--- src/rtl/ethernet_packet_builder.sv ---
// Frames a byte stream for the line: first/last marking, zero padding to the minimum
// length, FCS insertion from an external CRC engine, abort handling and inter-frame gap.
module ethernet_packet_builder #(
    parameter int SPEED_CODE_GIGABIT     = 2,
    parameter int SPEED_CODE_100_MEGABIT = 1,
    parameter int SPEED_CODE_10_MEGABIT  = 0,
    parameter int MIN_FRAME_BYTES        = 60,
    parameter int MAX_FRAME_BYTES        = 1514,
    parameter int INTER_FRAME_GAP        = 12
) (
    input  logic        clock,
    input  logic        reset_n,
    input  logic [1:0]  speed_code,
    input  logic [7:0]  packet_data,
    input  logic        packet_data_valid,
    input  logic        packet_data_last,
    output logic        packet_data_ready,
    output logic [7:0]  checksum_data,
    output logic        checksum_data_valid,
    output logic        checksum_data_last,
    input  logic [31:0] checksum_result,
    input  logic        checksum_result_enable,
    input  logic        data_ready,
    output logic [8:0]  data,
    output logic        data_enable,
    output logic        frame_sent,
    output logic        frame_aborted
);
    // state       | meaning
    // S_IDLE      | waiting for a source byte, receiver ready and a usable speed code
    // S_SEND_DATA | forwarding source bytes, one per byte_tick
    // S_SEND_PAD  | zero bytes up to the minimum frame length
    // S_WAIT_CRC  | holding until the CRC engine answers
    // S_SEND_CRC  | four FCS bytes, most significant first
    // S_GAP       | idle byte slots before the next frame
    typedef enum logic [2:0] {
        S_IDLE, S_SEND_DATA, S_SEND_PAD, S_WAIT_CRC, S_SEND_CRC, S_GAP
    } state_t;

    localparam int GW = $clog2(INTER_FRAME_GAP + 1);

    state_t        state;
    logic [1:0]    speed_lat;
    logic [5:0]    tick_cnt;
    logic [10:0]   byte_count;
    logic [1:0]    crc_idx;
    logic [31:0]   crc_reg;
    logic [GW-1:0] gap_cnt;
    logic          crc_ignore;
    logic          drain;
    logic          byte_tick;
    logic          at_max;
    logic          speed_ok;

    function automatic logic [5:0] tick_reload(input logic [1:0] sc);
        if (sc == 2'(SPEED_CODE_GIGABIT))
            return 6'd0;
        else if (sc == 2'(SPEED_CODE_100_MEGABIT))
            return 6'd3;
        else
            return 6'd39;
    endfunction

    assign speed_ok = (speed_code == 2'(SPEED_CODE_GIGABIT)) ||
                      (speed_code == 2'(SPEED_CODE_100_MEGABIT)) ||
                      (speed_code == 2'(SPEED_CODE_10_MEGABIT));
    assign byte_tick = (state != S_IDLE) && (tick_cnt == 6'd0);
    assign at_max    = (byte_count == 11'(MAX_FRAME_BYTES));
    // Ready is decoded from registers only, so valid never feeds back into it.
    assign packet_data_ready = drain || ((state == S_SEND_DATA) && byte_tick && !at_max);

    always_ff @(posedge clock or negedge reset_n) begin
        if (!reset_n) begin
            state               <= S_IDLE;
            speed_lat           <= 2'd0;
            tick_cnt            <= 6'd0;
            byte_count          <= 11'd0;
            crc_idx             <= 2'd0;
            crc_reg             <= 32'd0;
            gap_cnt             <= '0;
            crc_ignore          <= 1'b0;
            drain               <= 1'b0;
            data                <= 9'd0;
            data_enable         <= 1'b0;
            checksum_data       <= 8'd0;
            checksum_data_valid <= 1'b0;
            checksum_data_last  <= 1'b0;
            frame_sent          <= 1'b0;
            frame_aborted       <= 1'b0;
        end else begin
            data_enable         <= 1'b0;
            checksum_data_valid <= 1'b0;
            checksum_data_last  <= 1'b0;
            frame_sent          <= 1'b0;
            frame_aborted       <= 1'b0;

            if (state != S_IDLE)
                tick_cnt <= (tick_cnt == 6'd0) ? tick_reload(speed_lat) : tick_cnt - 6'd1;
            if (checksum_result_enable)
                crc_ignore <= 1'b0;
            if (drain && packet_data_valid && packet_data_last)
                drain <= 1'b0;

            case (state)
                S_IDLE: begin
                    if (packet_data_valid && data_ready && speed_ok && !drain) begin
                        speed_lat  <= speed_code;
                        tick_cnt   <= 6'd0;
                        byte_count <= 11'd0;
                        state      <= S_SEND_DATA;
                    end
                end
                S_SEND_DATA: begin
                    if (byte_tick) begin
                        if (at_max || !packet_data_valid) begin
                            // Underrun and oversize both end the frame with a marked null byte.
                            data                <= 9'h100;
                            data_enable         <= 1'b1;
                            checksum_data       <= 8'd0;
                            checksum_data_valid <= 1'b1;
                            checksum_data_last  <= 1'b1;
                            frame_aborted       <= 1'b1;
                            crc_ignore          <= 1'b1;
                            gap_cnt             <= GW'(INTER_FRAME_GAP);
                            state               <= S_GAP;
                            if (at_max)
                                drain <= 1'b1;
                        end else begin
                            data                <= {byte_count == 11'd0, packet_data};
                            data_enable         <= 1'b1;
                            checksum_data       <= packet_data;
                            checksum_data_valid <= 1'b1;
                            byte_count          <= byte_count + 11'd1;
                            if (packet_data_last) begin
                                if (byte_count < 11'(MIN_FRAME_BYTES - 1)) begin
                                    state <= S_SEND_PAD;
                                end else begin
                                    checksum_data_last <= 1'b1;
                                    state              <= S_WAIT_CRC;
                                end
                            end
                        end
                    end
                end
                S_SEND_PAD: begin
                    if (byte_tick) begin
                        data                <= 9'h000;
                        data_enable         <= 1'b1;
                        checksum_data       <= 8'd0;
                        checksum_data_valid <= 1'b1;
                        byte_count          <= byte_count + 11'd1;
                        if (byte_count == 11'(MIN_FRAME_BYTES - 1)) begin
                            checksum_data_last <= 1'b1;
                            state              <= S_WAIT_CRC;
                        end
                    end
                end
                S_WAIT_CRC: begin
                    if (checksum_result_enable && !crc_ignore) begin
                        crc_reg <= checksum_result;
                        crc_idx <= 2'd0;
                        state   <= S_SEND_CRC;
                    end
                end
                S_SEND_CRC: begin
                    if (byte_tick) begin
                        data        <= {crc_idx == 2'd3, crc_reg[31:24]};
                        data_enable <= 1'b1;
                        crc_reg     <= {crc_reg[23:0], 8'd0};
                        crc_idx     <= crc_idx + 2'd1;
                        if (crc_idx == 2'd3) begin
                            frame_sent <= 1'b1;
                            gap_cnt    <= GW'(INTER_FRAME_GAP);
                            state      <= S_GAP;
                        end
                    end
                end
                S_GAP: begin
                    if (byte_tick) begin
                        if (gap_cnt <= GW'(1))
                            state <= S_IDLE;
                        else
                            gap_cnt <= gap_cnt - GW'(1);
                    end
                end
                default: state <= S_IDLE;
            endcase
        end
    end
endmodule

--- config.mk ---
export PLATFORM = sky130hd
export DESIGN_NAME = ethernet_packet_builder
export DESIGN_NICKNAME = d
export VERILOG_FILES = /design/src/rtl/ethernet_packet_builder.sv
export SDC_FILE = /design/constraint.sdc
export NUM_CORES = 1
export LEC_CHECK = 0
export CORE_MARGIN = 4
export CORE_UTILIZATION = 48
export CTS_CLUSTER_SIZE = 12
export DETAILED_ROUTE_END_ITERATION = 6
export GPL_ROUTABILITY_DRIVEN = 1
export PLACE_DENSITY = 0.77
export SLEW_MARGIN = 10
export SYNTH_ARGS = -nofsm -noshare
export SYNTH_HDL_FRONTEND = slang
export SYNTH_SLANG_ARGS = --single-unit
--- constraint.sdc ---
create_clock -name clock -period 2.3 [get_ports clock]
set_input_delay 0.46 -clock clock [delete_from_list [all_inputs] [get_ports clock]]
set_output_delay 0.46 -clock clock [all_outputs]
set_load 0.02 [all_outputs]
==> results of run 1 <==
-- cells by family after synthesis --
group / share of synthesized area
AND/OR/NAND/NOR: 0.169
adder cells (fa/ha/maj): 0.0268
XOR/XNOR: 0.00417
buffers and inverters: 0.0432
multiplexers: 0.0620
AO/OA/AOI/OAI: 0.194
flip-flops: 0.500
-- cells in the mapped netlist (all sizes together), types with 3 or more instances --
cell,instances,area (um2)
a21o,4,30.0
a21oi,24,131
nand3,10,50.1
or4b,3,33.8
nor2,29,111
a22oi,9,67.6
dfrtp,84,2100
nand4,3,18.8
clkbuf,14,52.6
or2,3,18.8
o21ai,45,229
inv,14,52.6
and3,4,26.3
o31ai,7,57.6
nand2,50,188
or4,5,37.5
a22o,17,149
mux2i,26,260
buf,11,76.3
nor3,11,60.1
ha,9,113
or3,7,43.8
nor4,3,18.8
-- routing by layer --
layer	part of all wire	global-route usage	vias to the layer above
met4	0.018	0.0828	0
met2	0.50	0.336	103
met1	0.44	0.289	1795
met3	0.044	0.0262	13
met5	0	0	-
li1	-	-	1762
-- final timing paths --
path | from | endpoint | slack [ns] | depth (start not counted)
max in group asynchronous | reset_n | crc_reg[7] | 1.63 | 2
worst max register to register | tick_cnt[1] | data[2] | 0.01 | 10
min in group clock | crc_reg[11] | crc_reg[11] | 0.49 | 2
worst min register to register | crc_reg[11] | crc_reg[11] | 0.49 | 2
worst min-delay path | reset_n | byte_count[10] | 0.05 | 1
worst max-delay path | tick_cnt[1] | packet_data_ready | -0.03 | 6
-- where the power goes --
group / switching (mW) / total (mW) / leakage [nW] / internal, mW
logic: 0.0961 / 0.218 / 1.28 / 0.122
registers: 0.0120 / 1.50 / 1.09 / 1.49
clock network: 0.573 / 0.970 / 0.0823 / 0.397
total: 0.681 / 2.69 / 2.45 / 2.01
-- stage by stage --
step | instances | power (mW) | area, um2 | setup WS, ns | TNS, ns
2_1_floorplan | 424 | 1.58 | 4200 | 0.00351 | 0
3_3_place_gp | 617 | 1.73 | 5320 | -0.179 | -0.492
3_5_place_dp | 617 | 1.73 | 5320 | -0.210 | -1.31
4_1_cts | 634 | 2.70 | 5560 | -0.0449 | -0.0477
5_1_grt | 645 | 2.80 | 5770 | -0.106 | -1.23
6_report | 645 | 2.69 | 5770 | -0.0302 | -0.0302
-- layout make-up --
class,count,area [um2],share of cell area
flip-flops and latches,84,2100,0.364
well taps,105,131,0.0228
clock buffers,9,124,0.0215
clock inverters,6,50.0,0.00867
repair buffers,126,1250,0.217
inverters,14,52.6,0.00910
multi-input cells,301,2060,0.357
-- worst reg2reg max path: stages, from the launching register on --
cell	delay [ns]
dfrtp_1	0.40
inv_2	0.08
ha_4	0.12
or4b_4	0.49
buf_6	0.16
or2_4	0.26
buf_6	0.13
a21oi_4	0.23
clkbuf_16	0.20
nor2_1	0.04
a21oi_1	0.11
-- what timing repair did --
| item | CTS | global route |
|---|---|---|
| setup buffers | 2 | 8 |
| gates cloned | 0 | 3 |
| gates resized for setup | 19 | 26 |
| setup endpoints to repair | 32 | 57 |
| pin swaps | 5 | 7 |
-- placed cells by master, fill, tap and decap left out, types with 3 or more instances in the layout --
| cell | n |
|---|---|
| buf_4 | 43 |
| ha_1 | 7 |
| a22o_1 | 17 |
| and3_1 | 3 |
| inv_2 | 3 |
| o31ai_1 | 6 |
| nand3_1 | 10 |
| nor2_1 | 24 |
| a21oi_1 | 17 |
| clkdlybuf4s50_1 | 68 |
| a22oi_1 | 9 |
| clkbuf_8 | 9 |
| mux2i_1 | 26 |
| a21oi_2 | 5 |
| o21ai_1 | 5 |
| a21o_1 | 4 |
| buf_6 | 5 |
| dfrtp_1 | 84 |
| nor2_2 | 4 |
| nand2_1 | 49 |
| nor3_1 | 8 |
| or3_1 | 5 |
| inv_1 | 11 |
| buf_12 | 6 |
| o21ai_0 | 38 |
| or4_1 | 5 |
| nand4_1 | 3 |
==> summary.txt, run 1 <==
Cells and area
  • P&R area growth vs syn: 37.4%
  • Max reg flops: 32
  • Nets@finish: between 500 and 600
  • Final Util: 0.689
  • # diodes: 0
  • Filler cell count: 640
  • Fraction of layout cells with a size suffix above 1: 0.209

Floorplan
  • Die Wd: between 100 and 150 um
  • Die area: between 0.01 and 0.015 mm2
  • Initial core utilization: 0.501
  • Row count: 33
  • Boundary pin count: between 70 and 80
  • Core box area: between 0.008 and 0.009 mm2
  • Die Ht: a little over 100 um

Run status
  • Failing checks: setup timing
  • Outcome: finished with violations

Logic synthesis
  • Async set-or-reset flop fraction in the synthesized netlist: 1.00
  • Sequential share of the synthesized area: 0.500
  • Syn Std Cell Area: around 0.0042 mm2
  • Post-Synthesis Cells: around 420
  • Synthesis Warnings: 0
  • Register bit total from synthesis: 84
  • Post-Syn Nets: approximately 480
  • Distinct cells, synth: slightly below 60
  • Number of synthesized flops with an enable pin: 0
  • Ys flop type: dfrtp_1
  • Synth Area per Inst: around 9.9 um2

Critical path
  • Cell family with most CP delay: simple AND/OR/NAND/NOR gates
  • Arrival @ worst endpoint: 1.87 ns
  • Worst setup SP type: flip-flop
  • Required time of the critical path: 1.84 ns
  • Slowest Stage Delay on Critical Path: between 0.4 and 0.5 ns
  • Worst-path cell chain: inv_2 -> ha_4 -> or4b_4 -> nor3_4 -> a21o_1 -> buf_6
  • CP bufs+invs: 2
  • Crit. End Element: primary output
  • WS Path Type: flip-flop to primary output
  • Crit path max fanout: 2
  • Critical path's slowest cell: or4b_4

Timing
  • Max-slew violations: 0
  • Actual slew at the worst max-slew pin: about 0.60 ns
  • Final clock skew: between 0.01 and 0.015 ns
  • Minimum clock period: 2.33 ns
  • Final WS setup: -0.0302 ns
  • Final Hold Fails: 0
  • Setup violations, final: 1
  • FMAX: 0.429 GHz
  • Rel. slew slack: 0.600
  • Post-route clock period utilization: 1.01
  • Hold WS: about 0.047 ns
  • Setup repair after global routing missed its margin: true

Detailed routing
  • Vias per cell: around 5.7
  • Routed len/inst: between 15 and 20 um
  • DRT Wirelength: roughly 11,000 um
  • Initial DRC Count: between 150 and 200
  • Number of routed nets with antenna violations: 0
  • Drt pass-1 iters: 5
  • DRC viols: 0
  • Vias: ~3,700

Global routing
  • First-pass GRT wire length: roughly 17,000 um
  • Pin count of the biggest net entering global routing: 50
  • Vias in the first global route: 3,577
  • Tot GR Track Use: 0.209
  • Antenna violations before repair: 0
  • GR Overflow Total: 0

Clocking
  • Max Root-Sink Buffers: 2
  • Clk slew on worst S/H paths: approximately 0.090 ns
  • CTS root buffer: clkbuf_8
  • Sink Count: 84
  • Num CTS Buffers: 9
  • CTS H-tree depth: 3
  • Hold_buf cts: 0
  • CTS tree: built
  • Clk_lat worst skew: 0.37 ns

Placement
  • IO buf count: 70
  • Final Wtd Congestion: 0.957
  • Final HPWL DP: 7340 um

Power and ir drop
  • Pwr/cell area: ~470 mW/mm2
  • Lkg Pwr: around 2.5 nW
  • VDD IR max: between 0.2 and 0.3 mV

Worst hold path
  • Min-Delay Path Class: primary input to async pin

Job
  • Maximum Capacitance Violations: 0
(Power assumes the default switching activity.)
==> run 2, diff against run 1 <==
CORE_UTILIZATION = 36   (was 48)
PLACE_DENSITY = 0.61   (was 0.77)
==> summary.txt, run 2 (same netlist as run 1, synthesis figures left out) <==
Clocking
  • Sink Count: 84 (unchanged)
  • Clk slew on worst S/H paths: 0.07 ns (-0.02 ns)
  • Hold_buf cts: 0 (unchanged)
  • CTS H-tree depth: 3 (unchanged)
  • CTS root buffer: clkbuf_16
  • Clk_lat worst skew: 0.34 ns (-0.03 ns)
  • Max Root-Sink Buffers: 2 (unchanged)
  • CTS tree: built
  • Num CTS Buffers: 9 (unchanged)

Cells and area
  • Commonest non-fill, non-tap cell in the layout: dfrtp_1
  • Fraction of layout cells with a size suffix above 1: 0.227 (+0.0180)
  • P&R area growth vs syn: 42.8%
  • Filler cell count: 1,032 (+61%)
  • Max reg flops: 32 (unchanged)
  • Nets@finish: 602 (+1.5%)
  • Footprint of the multi-input gates: 0.00210 mm2 (+2.0%)
  • Register area: 0.00210 mm2 (unchanged)
  • Design area: 0.00600 mm2 (+3.9%)
  • Commonest cells after routing, fill and taps aside: dfrtp_1 (84), clkdlybuf4s50_1 (68), buf_4 (53)
  • # diodes: 0 (unchanged)

Floorplan
  • Boundary pin count: 71 (unchanged)
  • Core box area: 0.0114 mm2 (+36%)
  • Row count: 39 (+18%)
  • Die Wd: 116 um (+14%)
  • Die Ht: 116 um (+14%)
  • Die area: 0.0135 mm2 (+31%)
  • Initial core utilization: 0.368 (-0.133)

Critical path
  • Slowest Stage Delay on Critical Path: 0.48 ns (about the same)
  • Worst reg2reg setup slack: 0.001 ns (about the same)
  • Cell family with most CP delay: simple AND/OR/NAND/NOR gates
  • Required time of the critical path: 2.58 ns (+0.74 ns)
  • Reg2reg end: byte_count[9]
  • Critical path's slowest cell: or4b_4
  • Crit path max fanout: 5 (+3)
  • Worst-path cell chain: inv_2 -> ha_4 -> or4b_4 -> nor3_4 -> buf_4 -> buf_6 -> a221oi_4 -> buf_4 -> or4b_4 -> a21oi_2
  • CP bufs+invs: 4 (+2)
  • Arrival @ worst endpoint: 2.58 ns (+0.71 ns)
  • Worst r2r path cells: 10 (unchanged)
  • WS Path Type: flip-flop to flip-flop
  • Worst setup SP type: flip-flop
  • Reg-to-reg startpoint: tick_cnt[0]
  • Worst path depth: 10 (+4)
  • Crit. End Element: flip-flop

Timing
  • FMAX: 0.435 GHz (+1.4%)
  • Setup repair after global routing missed its margin: true
  • Setup violations, final: 0 (-1)
  • Post-route clock period utilization: 0.999 (-0.0137)
  • Max-slew violations: 0 (unchanged)
  • Hold WS: 0.0141 ns (-0.0330 ns)
  • Final clock skew: 0.0109 ns (-0.00101 ns)
  • Final Hold Fails: 0 (unchanged)
  • Rel. slew slack: 0.524 (-0.0761)
  • Actual slew at the worst max-slew pin: 0.713 ns (+0.115 ns)
  • Minimum clock period: 2.30 ns (-0.0315 ns)

Worst hold path
  • Min-Delay Path Class: primary input to async pin

Power and ir drop
  • Pwr/cell area: 537 mW/mm2 (+15%)
  • VDD IR max: 0.293 mV (+9.3%)
  • Lkg Pwr: 2.57 nW (+4.6%)
  • Total Power: 3.22 mW (+20%)

Detailed routing
  • Routed len/inst: 16.0 um (-2.5%)
  • Drt pass-1 iters: 4 (-1)
  • Vias per cell: 5.29 (-7.2%)
  • DRT Wirelength: 11,100 um (+4.8%)
  • Vias: 3,664 (-0.25%)
  • DRC viols: 0 (unchanged)
  • Number of routed nets with antenna violations: 0 (unchanged)
  • Initial DRC Count: 188 (+11%)

Global routing
  • Tot GR Track Use: 0.168 (-0.0410)
  • Pin count of the biggest net entering global routing: 60 (+20%)
  • Vias in the first global route: 3,700 (+3.4%)
  • First-pass GRT wire length: 18,100 um (+6.1%)
  • GR Overflow Total: 0 (unchanged)
  • Antenna violations before repair: 0 (unchanged)

Job
  • Maximum Capacitance Violations: 0 (unchanged)

Placement
  • Placed cell area: 0.00534 mm2 (+0.47%)
  • IO buf count: 70 (unchanged)
  • Final Wtd Congestion: 0.885 (-7.5%)
  • Final HPWL DP: 7590 um (+3.3%)

Run status
  • Outcome: complete, no violations
run 2: cell count changes in the layout (fill, tap and decap cells not counted), moves of 2 or more:
cell       delta
buf_12        -3
buf_4        +10
buf_6         +5
clkbuf_16     +7
clkbuf_8      -9
inv_8         +2
nor2_1        +3
nor2_2        -3
o31ai_1       -2
run 2: routing by layer:
layer  global-route usage  wire length [um]  vias to the layer above
met5                    0                 0                        -
met3               0.0334               456                       14
met1                0.225              5000                     1772
met4               0.0526               178                        0
li1                     -                 -                     1791
met2                0.276              5420                       87
run 2: cell type report:
type                    instances  share of cell area
clock buffers                   9              0.0376
clock inverters                 7              0.0138
inverters                      14             0.00876
multi-input cells             302               0.351
flip-flops and latches         84               0.351
well taps                     143              0.0298
repair buffers                134               0.209
run 2: worst max path at each step:
stage                              from           endpoint  slack (ns)
after floorplan           byte_count[0]         gap_cnt[2]       0.004
after CTS                 byte_count[0]      byte_count[6]       -0.01
after global routing        tick_cnt[0]      byte_count[9]       -0.09
after detailed placement    tick_cnt[0]        crc_reg[21]       -0.30
final                       tick_cnt[0]      byte_count[9]       0.001
after global placement      tick_cnt[0]  packet_data_ready       -0.14
run 2: what timing repair did:
| item | CTS | global route |
|---|---|---|
| setup buffers | 19 | 3 |
| resized for setup | 26 | 27 |
| pin swaps | 10 | 15 |
| cloned | 1 | 0 |
| endpoints found under the setup margin | 57 | 58 |
run 2: where the power goes:
group	total, mW	internal [mW]	switching [mW]
Clock	1.50	0.861	0.639
Combinational	0.222	0.125	0.0977
Sequential	1.50	1.49	0.00964
Total	3.22	2.47	0.747
run 2: stage by stage:
step / cells / setup WS [ns] / utilization / TNS, ns
6_report: 693 / 0.00128 / 0.525 / 0
5_1_grt: 693 / -0.0884 / 0.525 / -0.512
4_1_cts: 692 / -0.0113 / 0.515 / -0.0304
3_5_place_dp: 657 / -0.305 / 0.468 / -8.31
3_3_place_gp: 657 / -0.137 / 0.468 / -3.83
2_1_floorplan: 424 / 0.00351 / - / 0
==> run 3, diff against run 2 <==
CORE_ASPECT_RATIO = 1.4   (was unset)
==> summary.txt, run 3 (same netlist as run 1, synthesis figures left out) <==
Run status
  • Outcome: complete, no violations

Floorplan
  • Boundary pin count: 71 (unchanged)
  • Die area: 0.0135 mm2 (+0.18%)
  • Initial core utilization: 0.369 (+0.000727)
  • Die Ht: 136 um (+17%)
  • Core box area: 0.0114 mm2 (-0.20%)
  • Die Wd: 99.3 um (-14%)
  • Row count: 46 (+18%)

Critical path
  • WS Path Type: flip-flop to flip-flop
  • Worst-path cell chain: inv_2 -> ha_4 -> or4b_4 -> buf_6 -> nor2_4 -> a221oi_4 -> buf_6 -> buf_6 -> or3_4 -> a21oi_2
  • Crit path max fanout: 6 (+1)
  • Required time of the critical path: 2.57 ns (about the same)
  • Crit path launch: tick_cnt[0]
  • Cell family with most CP delay: simple AND/OR/NAND/NOR gates
  • Worst reg2reg setup slack: 0.03 ns (+0.03 ns)
  • Arrival @ worst endpoint: 2.54 ns (-0.04 ns)
  • Reg-to-reg startpoint: tick_cnt[0]
  • Worst setup SP type: flip-flop
  • CP Capture Point: byte_count[10]
  • Reg2reg end: byte_count[10]
  • Crit-path most repeated cell: buf_6
  • Worst path depth: 10 (unchanged)
  • CP bufs+invs: 4 (unchanged)
  • Critical path's slowest cell: or4b_4
  • Slowest Stage Delay on Critical Path: 0.48 ns (about the same)
  • Worst r2r path cells: 10 (unchanged)
  • Crit. End Element: flip-flop

Cells and area
  • Fraction of layout cells with a size suffix above 1: 0.197 (-0.0299)
  • P&R area growth vs syn: 39.9%
  • Max reg flops: 32 (unchanged)
  • Nets@finish: 594 (-1.3%)
  • Commonest cells after routing, fill and taps aside: dfrtp_1 (84), clkdlybuf4s50_1 (68), nand2_1 (49)
  • Commonest non-fill, non-tap cell in the layout: dfrtp_1
  • Finished Layout Cells: 686 (-1.0%)
  • Final Util: 0.516 (-0.00950)
  • # diodes: 0 (unchanged)

Timing
  • Actual slew at the worst max-slew pin: 0.608 ns (-0.105 ns)
  • Minimum clock period: 2.27 ns (-0.0315 ns)
  • Rel. slew slack: 0.594 (+0.0709)
  • Setup TNS: 0 ns (unchanged)
  • Max-slew violations: 0 (unchanged)
  • Setup repair after global routing missed its margin: true
  • Hold WS: 0.464 ns (+0.449 ns)
  • Final Hold Fails: 0 (unchanged)
  • Setup violations, final: 0 (unchanged)
  • FMAX: 0.441 GHz (+1.4%)
  • Post-route clock period utilization: 0.986 (-0.0137)
  • Final clock skew: 0.00978 ns (-0.00114 ns)

Worst hold path
  • Min-Delay Path Class: primary input to async pin

Global routing
  • GR Overflow Total: 0 (unchanged)
  • Antenna violations before repair: 0 (unchanged)
  • Vias in the first global route: 3,769 (+1.9%)
  • Tot GR Track Use: 0.169 (+0.00130)
  • Pin count of the biggest net entering global routing: 49 (-18%)
  • First-pass GRT wire length: 18,200 um (+0.42%)

Power and ir drop
  • Pwr/cell area: 544 mW/mm2 (+1.4%)
  • Lkg Pwr: 2.50 nW (-2.4%)
  • VDD IR max: 0.329 mV (+12%)

Placement
  • Post-Place Cells: 661 (+0.61%)
  • IO buf count: 70 (unchanged)
  • Final HPWL DP: 8190 um (+7.9%)
  • Final Wtd Congestion: 0.844 (-4.6%)

Clocking
  • Clk_lat worst skew: 0.34 ns (about the same)
  • Clk slew on worst S/H paths: 0.06 ns (about the same)
  • Num CTS Buffers: 9 (unchanged)
  • Sink Count: 84 (unchanged)
  • CTS tree: built
  • CTS root buffer: clkbuf_16
  • Max Root-Sink Buffers: 2 (unchanged)
  • CTS H-tree depth: 3 (unchanged)

Detailed routing
  • Number of routed nets with antenna violations: 0 (unchanged)
  • Routed len/inst: 16.1 um (+0.81%)
  • Drt pass-1 iters: 4 (unchanged)
  • Vias per cell: 5.35 (+1.1%)
  • Vias: 3,668 (+0.11%)
  • DRT Wirelength: 11,000 um (-0.21%)
  • Initial DRC Count: 219 (+16%)
  • DRC viols: 0 (unchanged)

Job
  • Maximum Capacitance Violations: 0 (unchanged)
run 3: power breakdown:
part | switching (mW) | internal [mW] | total (mW)
Sequential | 0.0121 | 1.49 | 1.50
Clock | 0.576 | 0.901 | 1.48
Combinational | 0.0981 | 0.123 | 0.221
Total | 0.686 | 2.51 | 3.20
run 3: repair_timing:
item / CTS / global route
pin swaps: 6 / 10
hold buffers: 1 / 0
endpoints found under the setup margin: 28 / 43
gates resized for setup: 15 / 22
buffers inserted: 4 / 4
endpoints found under the hold margin: 3 / 0
run 3: stage by stage:
stage,cell area [um2],power [mW],worst slack (ns)
after global routing,5880,3.32,-0.0430
after floorplan,4200,1.58,0.00351
after CTS,5770,3.23,0.00160
final,5880,3.20,0.0328
after detailed placement,5350,1.74,-0.148
after global placement,5350,1.73,-0.122
run 3: layout make-up:
class,instances,area (um2)
Clock inverter,5,60.1
Inverter,14,52.6
Clock buffer,11,253
Timing Repair Buffer,127,1200
Fill cell,1055,5520
Sequential cell,84,2100
Tap cell,144,180
Multi-Input combinational cell,301,2030
run 3: how the worst min path moves through the flow:
| stage | from | to | slack (ns) | depth (start not counted) |
|---|---|---|---|---|
| after global placement | reset_n | checksum_data_valid | 0.26 | 1 |
| after global routing | reset_n | checksum_data_valid | 0.48 | 2 |
| final | reset_n | checksum_data_valid | 0.46 | 2 |
| after detailed placement | reset_n | checksum_data_valid | 0.26 | 1 |
| after CTS | reset_n | checksum_data_valid | 0.46 | 2 |
| after floorplan | reset_n | byte_count[0] | 0.16 | 0 |
run 3: worst register-to-register path, delay by kind of cell, from the launching register on:
kind | cells | cell delay, ns
simple gates | 3 | 0.99
buf+inv | 4 | 0.51
flops | 1 | 0.38
compound gates | 2 | 0.21
fa+ha+maj | 1 | 0.12
run 3: per-layer routing:
layer  track usage  wire [um]  up-vias
met1         0.194       4390     1788
met2         0.306       5890       95
met3        0.0289        473       20
met5             0          0        -
met4        0.0767        277        0
li1              -          -     1765
